$ cat config.mk
export PLATFORM = sky130hd
export DESIGN_NAME = register_file_2r1w
export DESIGN_NICKNAME = d
export VERILOG_FILES = /design/src/rtl/register_file_2r1w.sv
export SDC_FILE = /design/constraint.sdc
export NUM_CORES = 1
export LEC_CHECK = 0
export CELL_PAD_IN_SITES_DETAIL_PLACEMENT = 1
export CELL_PAD_IN_SITES_GLOBAL_PLACEMENT = 2
export CORE_MARGIN = 2
export CORE_UTILIZATION = 43
export CTS_CLUSTER_SIZE = 10
export DETAILED_ROUTE_END_ITERATION = 8
export GPL_ROUTABILITY_DRIVEN = 0
export PLACE_DENSITY = 0.93
export SYNTH_ARGS = -nofsm -noshare
export SYNTH_HDL_FRONTEND = slang
export SYNTH_SLANG_ARGS = --single-unit
export TNS_END_PERCENT = 1
$ cat constraint.sdc
create_clock -name clk -period 2.86 [get_ports clk]
set_input_delay 0.572 -clock clk [delete_from_list [all_inputs] [get_ports clk]]
set_output_delay 0.572 -clock clk [all_outputs]
set_load 0.1 [all_outputs]
$ cat src/rtl/register_file_2r1w.sv
// Two-read / one-write register file with same-cycle write forwarding and a
// one-entry-per-cycle bulk-clear sweep. Define REGISTER_FILE_ZERO_REG_EN to hardwire register 0 to zero.
module register_file_2r1w #(
  parameter int DATA_WIDTH = 32,
  parameter int ADDR_WIDTH = 4
) (
  input  logic                  clk,
  input  logic                  reset,
  input  logic                  writeEnable,
  input  logic [ADDR_WIDTH-1:0] writeReg,
  input  logic [DATA_WIDTH-1:0] dataIn,
  input  logic [ADDR_WIDTH-1:0] readRegA,
  input  logic [ADDR_WIDTH-1:0] readRegB,
  output logic [DATA_WIDTH-1:0] dataOutA,
  output logic [DATA_WIDTH-1:0] dataOutB,
  input  logic                  clearReq,
  output logic                  busy
);

  localparam int NUM_REGS = 2 ** ADDR_WIDTH;
  localparam logic [ADDR_WIDTH-1:0] LAST_IDX = ADDR_WIDTH'(NUM_REGS - 1);
  localparam logic [ADDR_WIDTH-1:0] ONE_IDX  = ADDR_WIDTH'(1);

`ifdef REGISTER_FILE_ZERO_REG_EN
  localparam bit ZERO_REG = 1'b1;
`else
  localparam bit ZERO_REG = 1'b0;
`endif

  typedef enum logic {IDLE, CLEAR} state_t;

  state_t                  state;
  logic [ADDR_WIDTH-1:0]   sweep_idx;
  logic [DATA_WIDTH-1:0]   regs [NUM_REGS];
  logic                    wr_ok;
  logic [DATA_WIDTH-1:0]   next_a;
  logic [DATA_WIDTH-1:0]   next_b;

  // Forwarding only applies to writes that will actually land this edge.
  function automatic logic [DATA_WIDTH-1:0] read_port(
    input logic [ADDR_WIDTH-1:0] idx,
    input logic                  wr_valid,
    input logic [ADDR_WIDTH-1:0] wr_idx,
    input logic [DATA_WIDTH-1:0] wr_data,
    input logic [DATA_WIDTH-1:0] stored
  );
    if (ZERO_REG && idx == '0)
      return '0;
    else if (wr_valid && idx == wr_idx)
      return wr_data;
    else
      return stored;
  endfunction

  always_comb begin
    wr_ok  = writeEnable && (state == IDLE) && !(ZERO_REG && writeReg == '0);
    next_a = read_port(readRegA, wr_ok, writeReg, dataIn, regs[readRegA]);
    next_b = read_port(readRegB, wr_ok, writeReg, dataIn, regs[readRegB]);
  end

  always_ff @(posedge clk) begin
    if (reset) begin
      state     <= IDLE;
      sweep_idx <= '0;
      busy      <= 1'b0;
      dataOutA  <= '0;
      dataOutB  <= '0;
      for (int i = 0; i < NUM_REGS; i++)
        regs[i] <= '0;
    end else begin
      dataOutA <= next_a;
      dataOutB <= next_b;
      case (state)
        IDLE: begin
          if (wr_ok)
            regs[writeReg] <= dataIn;
          if (clearReq) begin
            state     <= CLEAR;
            sweep_idx <= '0;
            busy      <= 1'b1;
          end
        end
        CLEAR: begin
          // Reads above see the pre-clear value of the entry swept this edge.
          regs[sweep_idx] <= '0;
          sweep_idx       <= sweep_idx + ONE_IDX;
          if (sweep_idx == LAST_IDX) begin
            state <= IDLE;
            busy  <= 1'b0;
          end
        end
        default: begin
          state <= IDLE;
          busy  <= 1'b0;
        end
      endcase
    end
  end

endmodule

==> impl_metrics.ini <==
[outcome]
status = finished, final reports clean

[cts]
numCtsBuffers = 74
clock_latency_ns = 0.64
holdBufCountCts = 0
h-tree-depth = 3
numClockSinks = 616
root_buffer = clkbuf_16
cts_resized = 0
clkTransAtPathRegs_ns = 0.06
cts_setup_buffers = 0
cts_max_path_buffers = 3
cts_tree = built

[cells_and_area]
nets = 2655
num_antenna_cells = 0
finish.utilization_pct = 51.57
design_area_um2 = 35310
multi_input_area_um2 = 11440
final_common_cell = nor2_1
stdcell_count = 3549
final.fill_count = 6976
seq_area_um2 = 17460
area_delta_synth_final_pct = 18.96
layout-drive-gt1-share_pct = 16.87
final_cell_mix = 518 x nor2_1, 512 x edfxtp_1, 486 x mux2i_1

[floorplanning]
initial_core_util_pct = 43.35
core_area_um2 = 68470
rows = 96
io_pins = 113
dieArea_um2 = 71130
die_x_um = 266.7
die_y_um = 266.7

[worst_setup_path]
end_kind = flop
worst-r2r-cell-count = 4
cp_max_fo = 32
required_ns = 3.29
critPathLaunch = reset
worstPathArrival_ns = 2.92
crit_type = primary input to flop
r2r_start = state
crit_end = regs[10][16]
worstSetupStartpointType = primary input
r2r_end = regs[10][16]
r2r_setup_slack_ns = 0.39

[grt]
antenna_found_initial = 1
grt_start_max_net_pins = 65
grt_use_total_pct = 30.07
grt_pass1_vias = 24560
grt_pass1_wl_mm = 156.9
gr-total-overflow = 0

[power_and_ir_drop]
ir_worst_vdd_mv = 0.4378
internal_power_mw = 16.45
p_comb_share_pct = 14.7
pwr-share-seq_pct = 45.6
p_sw_share_pct = 27.74
leakage_nw = 14.02
power_density_nw_per_um2 = 644.9
switching_power_mw = 6.316
p_clk_share_pct = 39.7
p_total_mw = 22.77

[timing]
fin_setup_tns_ns = 0
rsz0062_at_grt = false
worstMarginPinSlew_ns = 0.6706
clock_skew_ns = 0.02799
finalHoldViolations = 0
timing.final.ws_setup_ns = 0.3741
hold-worst-slack_ns = 0.4157
fin_crit_ns = 2.486
final-max-slew-violation-count = 0
fin_crit_sh_pct = 86.92
finalSetupViolCount = 0
slew_headroom_pct = 55.30
fmax_ghz = 0.4023

[logic_synthesis]
async_reset_ff_share_pct = 0
synthCells = 2477
ys.flop_type = edfxtp_1
yosysWarnings = 0
syn_area_um2 = 29680
synth_cell_type_count = 37
avgSynthCellArea_um2 = 11.98
ys_ff_latch = 616
synth_nets = 2526
synth_edf_count = 512
yosysSeqAreaShare_pct = 58.82

[routing]
drtPass1Iterations = 6
drt-initial-drc-count = 2347
vias = 22750
final_antenna_net_count = 0
detail_route.vias_per_cell = 6.411
wl_per_cell_um = 30.41
drcViolationCount = 0
routed_wl_mm = 107.9

[min_path]
worstHoldStart = dataIn[0]
hold_path.class = primary input to flop

[placement]
dp.final_hpwl_mm = 63.19
numPortBuffers = 112
preCtsSetupSlack_ns = -0.2229
dpl.cell_count = 3412
placed_cell_area_um2 = 33030

[flow_run]
drv_cap = 0
worst min path at each step:
| stage | slack [ns] | cells past startpoint | end |
|---|---|---|---|
| after floorplan | 0.54 | 1 | sweep_idx[2] |
| after CTS | 0.40 | 1 | flop |
| after global routing | 0.43 | 1 | flop |
| after global placement | 0.52 | 2 | busy |
| final | 0.42 | 1 | flop |
| after detailed placement | 0.53 | 2 | busy |
final cells by class:
cell class | instances | share of cell area, %
Tap cell | 882 | 3.126
Timing Repair Buffer | 274 | 8.527
Multi-Input combinational cell | 1635 | 32.41
Clock buffer | 129 | 6.152
Inverter | 5 | 0.05316
Sequential cell | 616 | 49.45
Clock inverter | 8 | 0.2835
synth_stat cells, types with 5 or more instances:
library cell	n	area, µm²
nor2b_1	5	31.28
dfxtp_1	104	2082
mux4_2	14	315.3
clkbuf_1	109	409.1
nor2_1	521	1956
mux2i_1	486	4865
buf_1	17	63.81
a22oi_1	228	1712
mux2_2	65	732.0
xnor2_1	8	70.07
edfxtp_1	512	15370
buf_2	95	475.5
inv_1	5	18.77
nand2b_1	19	118.9
nand3_1	80	400.4
o22ai_1	18	112.6
o21ai_0	28	140.1
a221oi_1	14	122.6
nand2_1	119	446.7
critical path, stage by stage:
cell and delay, ns:
clkdlybuf4s50_1 0.56, nand2b_2 0.25, buf_4 0.57, nand2_1 0.55, nor2_1 0.37
power groups by stage:
stage	clock network, mW	registers [mW]	logic, mW
2_1_floorplan	0	10.5	2.10
3_3_place_gp	0	10.5	3.19
3_5_place_dp	0	10.6	3.28
4_1_cts	9.10	10.4	3.31
5_1_grt	9.43	10.4	3.46
6_report	9.03	10.4	3.35
routing by layer:
metal	share of wire (%)	global-route usage, %	vias to the layer above
li1	-	-	9399
met1	37	36.06	11560
met2	49	50.96	1396
met3	8.5	5.028	390
met4	5.7	17.83	2
met5	0.011	0	-
cells by family (layout without fill, tap and decap cells):
family,after synthesis,after routing,synth area share [%]
AND/OR/NAND/NOR,760,760,10.33
multiplexers,566,566,19.97
flip-flops,616,616,58.82
XOR/XNOR,8,8,0.2361
buffers and inverters,226,416,3.259
AO/OA/AOI/OAI,300,300,7.349
adder cells (fa/ha/maj),1,1,0.04215
No activity file was read; power rests on OpenSTA's default activity.
